==> config.mk <==
export PLATFORM = sky130hd
export DESIGN_NAME = led_frame_engine
export DESIGN_NICKNAME = d
export VERILOG_FILES = /design/src/rtl/led_frame_engine.sv
export SDC_FILE = /design/constraint.sdc
export NUM_CORES = 1
export LEC_CHECK = 0
export ABC_AREA = 1
export CORE_MARGIN = 3
export CORE_UTILIZATION = 40
export CTS_BUF_LIST = sky130_fd_sc_hd__clkbuf_2
export DETAILED_ROUTE_END_ITERATION = 16
export PLACE_DENSITY = 0.62
export SYNTH_ARGS = -nofsm -noshare
export SYNTH_HDL_FRONTEND = slang
export SYNTH_SLANG_ARGS = --single-unit
==> constraint.sdc <==
create_clock -name clk -period 5.7 [get_ports clk]
set_clock_uncertainty 0.2 [all_clocks]
set_input_delay 0.855 -clock clk [delete_from_list [all_inputs] [get_ports clk]]
set_output_delay 0.855 -clock clk [all_outputs]
set_load 0.02 [all_outputs]
==> src/rtl/led_frame_engine.sv <==
// Frame-side datapath for the LED matrix panel: serializes the built-in pattern,
// steps the one-hot row select on each completed row and captures rows into a readable frame buffer.
module led_frame_engine #(
  parameter int row_w            = 32,
  parameter int col_w            = 16,
  parameter int number_of_frames = 1
) (
  input  logic                                      clk,
  input  logic                                      rst,
  input  logic                                      row_ready_i,
  input  logic [row_w-1:0]                          row_i,
  input  logic [((col_w > 1) ? $clog2(col_w) : 1)-1:0] rd_addr_i,
  output logic                                      serial_row_o,
  output logic [col_w-1:0]                          col_select,
  output logic [row_w-1:0]                          rd_data_o,
  output logic                                      frame_done_o
);

  localparam int BIT_W = (row_w > 1) ? $clog2(row_w) : 1;
  localparam int IDX_W = (col_w > 1) ? $clog2(col_w) : 1;
  localparam int FRM_W = (number_of_frames > 1) ? $clog2(number_of_frames) : 1;

  localparam logic [BIT_W-1:0] BIT_LAST = BIT_W'(row_w - 1);
  localparam logic [IDX_W-1:0] ROW_LAST = IDX_W'(col_w - 1);
  localparam logic [FRM_W-1:0] FRM_LAST = FRM_W'(number_of_frames - 1);

  logic [BIT_W-1:0] r_bit_idx;
  logic [IDX_W-1:0] r_row_idx;
  logic [FRM_W-1:0] r_frame_idx;
  logic [IDX_W-1:0] r_wr_row;
  logic [col_w-1:0] r_col_select;
  logic             r_frame_done;
  logic [row_w-1:0] r_buf [col_w];

  logic w_bit_last;
  logic w_row_last;
  logic w_wr_last;
  logic w_bit2;

  assign w_bit_last = (r_bit_idx == BIT_LAST);
  assign w_row_last = (r_row_idx == ROW_LAST);
  assign w_wr_last  = (r_wr_row == ROW_LAST);

  // Pattern toggles every 4 pixels; narrow rows never reach bit 2.
  generate
    if (BIT_W >= 3) begin : g_bit2
      assign w_bit2 = r_bit_idx[2];
    end else begin : g_no_bit2
      assign w_bit2 = 1'b0;
    end
  endgenerate

  assign serial_row_o = w_bit2 ^ r_row_idx[0] ^ r_frame_idx[0];
  assign col_select   = r_col_select;
  assign rd_data_o    = r_buf[rd_addr_i];
  assign frame_done_o = r_frame_done;

  // Pattern source free-runs and never looks at row_ready_i.
  always_ff @(posedge clk) begin
    if (rst) begin
      r_bit_idx   <= '0;
      r_row_idx   <= '0;
      r_frame_idx <= '0;
    end else if (w_bit_last) begin
      r_bit_idx <= '0;
      if (w_row_last) begin
        r_row_idx   <= '0;
        r_frame_idx <= (r_frame_idx == FRM_LAST) ? '0 : r_frame_idx + 1'b1;
      end else begin
        r_row_idx <= r_row_idx + 1'b1;
      end
    end else begin
      r_bit_idx <= r_bit_idx + 1'b1;
    end
  end

  always_ff @(posedge clk) begin
    if (rst) begin
      r_col_select <= col_w'(1);
    end else if (row_ready_i) begin
      r_col_select <= {r_col_select[col_w-2:0], r_col_select[col_w-1]};
    end
  end

  always_ff @(posedge clk) begin
    if (rst) begin
      r_wr_row     <= '0;
      r_frame_done <= 1'b0;
      for (int i = 0; i < col_w; i++) begin
        r_buf[i] <= '0;
      end
    end else begin
      r_frame_done <= row_ready_i & w_wr_last;
      if (row_ready_i) begin
        r_buf[r_wr_row] <= row_i;
        r_wr_row        <= w_wr_last ? '0 : r_wr_row + 1'b1;
      end
    end
  end

endmodule

== Word-level counts from Yosys, hierarchy flattened ==
Memories as Yosys holds them, arrays and structs flattened.
Index checks and enable logic that the tools add are counted.

* Word-level logic and storage cells: 31
* RAM bits: 512
* Memories: 1
* Register bits after elaboration: 31
* Input bits: 39

* Eq/ne operators: 3
* Reductions and logical operators: 3
* Add/subtract/negate cells: 4
* Muxes and demuxes: 11
* Bitwise logic cells: 3

{| class="wikitable"
|+ Memory list
! name !! words !! width !! read ports !! clocked after memory_dff !! write ports !! line !! source
|-
| r_buf || 16 || 32 || 1 || 0 || 16 || 33 || <nowiki>logic [row_w-1:0] r_buf [col_w];</nowiki>
|}

{| class="wikitable"
|+ Operators with widths
! cell !! number
|-
| $mux W32 || 1
|-
| $reduce_or A32 Y1 || 1
|-
| $mux W4 || 3
|-
| $add A4 B1 Y4 const B || 2
|-
| $eq A4 B4 Y1 const B || 2
|-
| $mux W1 || 7
|-
| $add A5 B1 Y5 const B || 1
|-
| $eq A5 B5 Y1 const B || 1
|-
| $reduce_and A2 Y1 || 1
|-
| $reduce_or A2 Y1 || 1
|-
| $xor A1 B1 Y1 || 2
|-
| $add A1 B1 Y1 const B || 1
|-
| $and A1 B1 Y1 || 1
|}

== Longest topological paths before layout ==
Gate-level depths: netlist (run 1).

* Depth after elaboration: 5
* Depth in mapped cells: 10

== Worst setup path before layout (run 1) ==
Ideal clock, no wire load.

* Kind: input -> output
* Start point: input rd_addr_i[0] in the netlist's numbering
* End point: output rd_data_o[20]
* Path buffers: 3
* Arrival: 1.808 ns
* Slack: 2.837 ns
* Cell stages on the path: 10
* Cell sequence: buf_4 > inv_2 > buf_2 > buf_2 > nand2_1 > nand2_1 > nand2_1 > nand3_1 > nand3_1 > nand2_1

* Word-level cells in the longest chain between the ends: 1

{| class="wikitable"
|+ Ends and longest elaborated chain
! item !! line !! source
|-
| start, declared || 12 || <nowiki>input logic [((col_w > 1) ? $clog2(col_w) : 1)-1:0] rd_addr_i,</nowiki>
|-
| $mem_v2 Z16 W32 || -- ||
|-
| end, declared || 15 || <nowiki>output logic [row_w-1:0] rd_data_o,</nowiki>
|}

No other way between the ends.

== Worst setup path in the final report (run 1) ==
* Start point: input rd_addr_i[0] in the netlist's numbering
* End point: output rd_data_o[24]

Same word-level chain as after synthesis.

==> results of run 1 <==
[cell type report]
cell class	count	area (um2)	area share, %
Sequential cell	542	16000	56.2
Multi-Input combinational cell	1706	7120	25.0
Inverter	438	1650	5.81
Timing Repair Buffer	141	1400	4.91
Clock buffer	215	1080	3.78
Tap cell	837	1050	3.68
Clock inverter	28	169	0.594
Antenna cell	6	15.0	0.0528
[layer usage]
layer | global-route usage, % | part of all wire, % | vias to the layer above
met5 | 0 | 0.017 | -
met4 | 7.97 | 2.2 | 2
met3 | 5.30 | 9.8 | 153
met2 | 37.4 | 46 | 1054
met1 | 31.3 | 42 | 9662
li1 | - | - | 9299
[tightest hold or removal path: cells and delay by family]
family | cells | cell delay [ps]
and+or+nand+nor | 1 | 160
buffers and inverters | 2 | 690
[state kept, by name, summed over array words and instances (netlist names)]
name / flops
frame_done_o: 1
r_bit_idx: 5
r_wr_row: 4
col_select: 16
r_row_idx: 4
r_buf: 512
[power breakdown]
group	total, mW	internal [mW]	switching [mW]
Clock	2.70	1.08	1.62
Combinational	0.853	0.246	0.607
Sequential	4.54	4.50	0.0484
Total	8.10	5.83	2.27
[final timing paths]
| path | start | end | slack (ps) | cells after the start |
|---|---|---|---|---|
| setup / recovery | rd_addr_i[0] | rd_data_o[24] | 1310 | 10 |
| hold / removal | row_i[22] | r_buf[11][22] | 250 | 3 |
| setup reg to reg | r_wr_row[0] | r_buf[2][7] | 2960 | 8 |
| hold reg to reg | r_bit_idx[0] | r_bit_idx[0] | 260 | 1 |
[layout by cell type, fill, tap and decap left out, types with 2 or more instances in the layout]
cell type and n:
sky130_fd_sc_hd__nor2_1 554, sky130_fd_sc_hd__bufinv_16 2, sky130_fd_sc_hd__diode_2 6, sky130_fd_sc_hd__inv_2 12, sky130_fd_sc_hd__clkdlybuf4s50_1 84, sky130_fd_sc_hd__nand3_1 389, sky130_fd_sc_hd__buf_12 10, sky130_fd_sc_hd__edfxtp_1 512
sky130_fd_sc_hd__o21ai_0 20, sky130_fd_sc_hd__nand2_1 685, sky130_fd_sc_hd__clkinv_1 17, sky130_fd_sc_hd__nand2_2 31, sky130_fd_sc_hd__buf_2 2, sky130_fd_sc_hd__dfxtp_1 30, sky130_fd_sc_hd__clkbuf_2 215, sky130_fd_sc_hd__clkinv_2 2
sky130_fd_sc_hd__a21oi_1 7, sky130_fd_sc_hd__nor2_2 4, sky130_fd_sc_hd__ha_1 8, sky130_fd_sc_hd__inv_1 429, sky130_fd_sc_hd__xor2_1 2, sky130_fd_sc_hd__buf_4 43
[what timing repair did]
action	4_1_cts	5_1_grt
endpoints found under the hold margin	2	0
hold buffers	1	0
gates resized for setup	0	0
[kinds of logic (layout without fill, tap and decap cells)]
logic type | Yosys count | in the layout | synth area share (%)
XOR/XNOR | 2 | 2 | 0.0687
AO/OA/AOI/OAI | 28 | 28 | 0.559
flip-flops | 542 | 542 | 62.7
AND/OR/NAND/NOR | 1668 | 1668 | 26.6
adder cells (fa/ha/maj) | 8 | 8 | 0.393
other | 0 | 6 | 0
buffers and inverters | 631 | 822 | 9.75
[through the flow]
| step | hold WS, ps | worst slack, ps | power [mW] | instances |
|---|---|---|---|---|
| floorplan | 218 | 2840 | 5.13 | 2879 |
| global placement | 234 | 1350 | 5.47 | 3663 |
| detailed placement | 244 | 1360 | 5.48 | 3663 |
| CTS | 104 | 1360 | 8.17 | 3907 |
| global route | 160 | 1180 | 8.47 | 3913 |
| finish | 245 | 1310 | 8.10 | 3913 |
==> impl_summary.txt, run 1 <==
----------------------------------------------------
[Outcome]
  Run status ... completed

[Cells and area]
  Finished layout cell area ... roughly 28000 um2
  Area growth from synthesis to layout ... 11.6%
  Final core occ ... a little under half
  Filler cell count in the final layout ... 6171
  Ratio of cells with drive above 1 in the final layout ... 10.7%
  Nets ... roughly 3000

[Synthesis]
  Number of warnings issued by yosys ... 0
  Area of the mapped netlist ... around 25000 um2
  Cell with the most instances after synthesis ... sky130_fd_sc_hd__nand2_1
  Avg Synthesized Cell Area ... 8.86 um2
  Post-synth cell types ... 21
  Prevailing post-synth register cell ... sky130_fd_sc_hd__edfxtp_1
  Area share of the largest cell type after synthesis ... between 60 and 70%
  Synthesis-stage register bit count ... 542
  Biggest area contributors in the synthesized netlist ... sky130_fd_sc_hd__edfxtp_1 60%, sky130_fd_sc_hd__nand2_1 11%, sky130_fd_sc_hd__nor2_1 8.2%
  Top post-synthesis cells by count ... 716 x sky130_fd_sc_hd__nand2_1, 554 x sky130_fd_sc_hd__nor2_1, 512 x sky130_fd_sc_hd__edfxtp_1
  Proportion of synthesized flip-flops having asynchronous set or reset ... 0%
  Synthesized instance count ... 2879
  Sequential area share after synthesis ... a little over three fifths
  Net count after synthesis ... 2926
  Count of flip-flops with a built-in enable after synthesis ... between 500 and 600
  Largest area contributor in the synthesized netlist ... sky130_fd_sc_hd__edfxtp_1

[Clock tree]
  H-tree Lvls ... 4
  CTS Root Cell ... sky130_fd_sc_hd__clkbuf_2
  CTS tree ... done
  Clock insertion delay at the later pin of the skew report ... between 1000 and 1500 ps
  Clk sinks ... roughly 540
  Inserted Clock Buffers ... 146
  Maximum buffer depth of the clock tree ... 3
  Total setup buffers inserted after CTS ... 0
  Clock input transition at the sequential cells of the worst setup and hold paths ... 100 ps

[Timing]
  Slew @ Worst Pin ... 1090 ps
  Maximum operating frequency ... approximately 0.23 GHz
  Setup TNS ... 0 ps
  Endpoints failing hold ... 0
  Number of endpoints failing setup at the final stage ... 0
  Max Transition Viols Final ... 0
  Post-route minimum period ... approximately 4400 ps
  RSZ-0062 raised after global routing ... false
  Rel. slew slack ... 27.2%
  Portion of the clock cycle consumed by the worst path in the final layout ... between 70 and 80%

[Critical path]
  Category of the worst setup path launch point ... input pin
  Top cell by count, worst path ... sky130_fd_sc_hd__nand2_1
  Worst path bufs/invs ... 4
  Maximum fanout encountered on the critical timing path ... 108
  Slowest stage cell, crit path ... sky130_fd_sc_hd__clkdlybuf4s50_1
  Series of cell instances along the critical path ... clkbuf_8 > inv_8 > buf_12 > nand2_1 > nand2_1 > nand2_1 > nand3_1 > nand3_1 > nand2_1 > clkdlybuf4s50_1
  CP required ... 4640 ps
  Kind of cell adding the most delay to the critical path ... buffers and inverters
  Setup Crit Path Kind ... input pin to primary output
  Endpoint type of the worst setup path ... primary output
  Longest individual stage delay on the worst path ... 620 ps
  Data arrival time at the worst-slack endpoint ... roughly 3300 ps

[Floorplan]
  Die area ... roughly 67000 um2
  Number of rows created at floorplan ... 91
  Initial core utilization ... 40.9%
  Floorplan core area ... 62400 um2
  Die outline height ... between 200 and 300 um
  Chip Width ... 258 um
  Io pins ... 89

[Drt]
  Number of remaining DRC errors ... 0
  1st-iter DRT viols ... 2205
  DRT Wirelength ... between 70000 and 80000 um
  Overall via count from detail_route ... 20200
  Drt pass-1 iters ... 5
  Vias per std cell ... 5.15
  Antenna-violating nets left ... 0
  DR WL/cell ... 19.9 um

[Pwr]
  Static leakage power ... 12.9 nW
  Peak supply drop ... 0.190 mV
  PD cells ... 285 nW/um2

[Global routing]
  Vias in the first global route ... 20100
  Global-route congestion overflow total ... 0
  Pin count of the biggest net entering global routing ... 129
  GR Util All Layers ... 23.3%
  Number of antenna violations at the first check in global routing ... 3
  First-pass GRT wire length ... 117000 um

[Job]
  Max Cap Violations ... 0

[Place]
  Placed instance area ... 27200 um2
  Total half-perimeter wirelength after legalization and detailed placement ... 40400 um
  PortBufs ... 88
  Final GP Congestion ... 0.823

[Min path]
  Hold/Removal Path Class ... input pin to flip-flop

----------------------------------------------------
Note: power is estimated with default switching activity, not from simulation.
==> run 2: changes to the inputs <==
--- a/config.mk
+++ b/config.mk
@@ -10,7 +10,7 @@
 export CORE_UTILIZATION = 40
 export CTS_BUF_LIST = sky130_fd_sc_hd__clkbuf_2
 export DETAILED_ROUTE_END_ITERATION = 16
-export PLACE_DENSITY = 0.62
+export PLACE_DENSITY = 0.64
 export SYNTH_ARGS = -nofsm -noshare
 export SYNTH_HDL_FRONTEND = slang
 export SYNTH_SLANG_ARGS = --single-unit
==> constraint.sdc (replaced) <==
create_clock -name clk -period 3.55 [get_ports clk]
set_clock_uncertainty 0.2 [all_clocks]
set_input_delay 0.5325 -clock clk [delete_from_list [all_inputs] [get_ports clk]]
set_output_delay 0.5325 -clock clk [all_outputs]
set_load 0.02 [all_outputs]
==> impl_summary.txt, run 2 (synthesis gave the netlist of run 1 again) <==
----------------------------------------------------
[Clock tree]
  Total setup buffers inserted after CTS ... 0
  Maximum buffer depth of the clock tree ... 3
  Clock input transition at the sequential cells of the worst setup and hold paths ... 100 ps
  H-tree Lvls ... 4
  Clock insertion delay at the later pin of the skew report ... 1300 ps
  CTS Root Cell ... sky130_fd_sc_hd__clkbuf_2
  CTS tree ... done
  Inserted Clock Buffers ... roughly 150
  Clk sinks ... 542

[Floorplan]
  Number of rows created at floorplan ... 91
  Chip Width ... 258 um
  Floorplan core area ... between 60000 and 70000 um2
  Die area ... 66800 um2
  Initial core utilization ... between 40% and 50%
  Io pins ... between 80 and 90
  Die outline height ... between 200 and 300 um

[Cells and area]
  Filler cell count in the final layout ... 6041
  Ratio of cells with drive above 1 in the final layout ... 11.2%
  Final core occ ... between 40% and 50%
  Nets ... 3070
  Area growth from synthesis to layout ... 14.4%
  Flip-flop count of the largest register, all copies and words added ... between 500 and 600
  Most used cells in the layout excluding fill and tap cells ... 685 x sky130_fd_sc_hd__nand2_1, 554 x sky130_fd_sc_hd__nor2_1, 512 x sky130_fd_sc_hd__edfxtp_1, 429 x sky130_fd_sc_hd__inv_1, 389 x sky130_fd_sc_hd__nand3_1
  Finished layout cell area ... around 29000 um2
  Final std cells w/o fill ... 3965
  Top reg by flops ... r_buf
  Commonest non-fill, non-tap cell in the layout ... sky130_fd_sc_hd__nand2_1

[Critical path]
  Worst path bufs/invs ... 2
  Series of cell instances along the critical path ... inv_1 > nand2_1 > nand3_1 > nand3_1 > nand3_1 > nand2_1 > clkdlybuf4s15_1
  Endpoint type of the worst setup path ... primary output
  Top cell by count, worst path ... sky130_fd_sc_hd__nand3_1
  Category of the worst setup path launch point ... flip-flop
  Longest individual stage delay on the worst path ... 380 ps
  Slowest stage cell, crit path ... sky130_fd_sc_hd__edfxtp_1
  Data arrival time at the worst-slack endpoint ... 2600 ps
  CP required ... 2820 ps
  Setup Crit Path Kind ... flip-flop to primary output
  Kind of cell adding the most delay to the critical path ... simple AND/OR/NAND/NOR gates
  Maximum fanout encountered on the critical timing path ... 1

[Timing]
  Number of endpoints failing setup at the final stage ... 0
  Post-route minimum period ... between 3000 and 4000 ps
  Setup TNS ... 0 ps
  Max Transition Viols Final ... 0
  Maximum operating frequency ... 0.300 GHz
  Portion of the clock cycle consumed by the worst path in the final layout ... 93.8%
  Worst hold margin ... 222 ps
  Endpoints failing hold ... 0
  Rel. slew slack ... between 40% and 50%
  Final worst slack ... 219 ps
  RSZ-0062 raised after global routing ... false
  Slew @ Worst Pin ... a little under 900 ps

[Drt]
  Number of remaining DRC errors ... 0
  Overall via count from detail_route ... 19600
  1st-iter DRT viols ... 1667
  Antenna-violating nets left ... 0
  Drt pass-1 iters ... 6
  DRT Wirelength ... 73000 um
  Vias per std cell ... 4.95
  DR WL/cell ... 18.4 um

[Pwr]
  Post-layout total power ... approximately 13 mW
  Peak supply drop ... 0.236 mV
  PD cells ... 450 nW/um2
  Static leakage power ... 13.3 nW

[Global routing]
  Pin count of the biggest net entering global routing ... 115
  GR Util All Layers ... between 20 and 25%
  Number of antenna violations at the first check in global routing ... 1
  Vias in the first global route ... 19000
  Global-route congestion overflow total ... 0
  First-pass GRT wire length ... approximately 110000 um

[Place]
  Dpl cells ... 3678
  Final GP Congestion ... 0.801
  Placed instance area ... about 28000 um2
  Total half-perimeter wirelength after legalization and detailed placement ... 37900 um
  Pre-CTS setup slack ... 374 ps
  PortBufs ... 88

[Job]
  Max Cap Violations ... 0

[Outcome]
  Run status ... completed

[Min path]
  Hold/Removal Path Class ... input pin to flip-flop

----------------------------------------------------
==> run 2: changes by cell type in the layout (fill, tap and decap cells not counted), sizes merged <==
cell           delta
dlygate4sd2      +28
clkinv            +7
clkdlybuf4s15     +2
inv               -3
clkbuf            +4
diode             -5
dlygate4sd3      +33
buf              +16
clkinvlp          +1
bufinv            +1
clkdlybuf4s50    -32
==> run 2: final cells by class <==
cell class,instances,area [um2],area share (%)
Antenna cell,1,2.50,0.00858
Clock buffer,218,1090,3.74
Clock inverter,34,225,0.772
Inverter,438,1650,5.67
Multi-Input combinational cell,1706,7120,24.4
Sequential cell,542,16000,54.8
Tap cell,837,1050,3.59
Timing Repair Buffer,189,2050,7.03
==> run 2: path summary, 6_finish.rpt <==
path,from,to,slack (ps),cells past startpoint
worst max-delay path,r_buf[15][29],rd_data_o[29],220,7
worst min-delay path,rst,r_row_idx[0],220,3
worst max register to register,r_wr_row[0],r_buf[6][18],1220,7
worst min register to register,r_bit_idx[0],r_bit_idx[0],250,1
==> run 2: metal layers <==
layer / global-route usage, % / vias up / wire [um]
met5: 0 / - / 0
met3: 5.28 / 136 / 6370
met1: 28.8 / 9253 / 30300
met4: 7.88 / 0 / 1830
met2: 35.7 / 844 / 34500
li1: - / 9400 / -
==> run 2: report_power, final <==
| group | internal, mW | switching, mW | total [mW] |
|---|---|---|---|
| sequential | 7.22 | 0.0732 | 7.29 |
| clock | 1.85 | 2.59 | 4.44 |
| combinational | 0.430 | 0.958 | 1.39 |
| total | 9.49 | 3.62 | 13.1 |
==> run 2: timing repair <==
item | CTS | global route
hold endpoints to repair | 507 | 0
resized for setup | 31 | 4
hold buffers | 34 | 0
endpoints found under the setup margin | 31 | 3
==> run 2: worst min-delay path: cells and delay by family <==
family,cells,cell delay (ps)
buf+inv,2,1080
simple gates,1,70
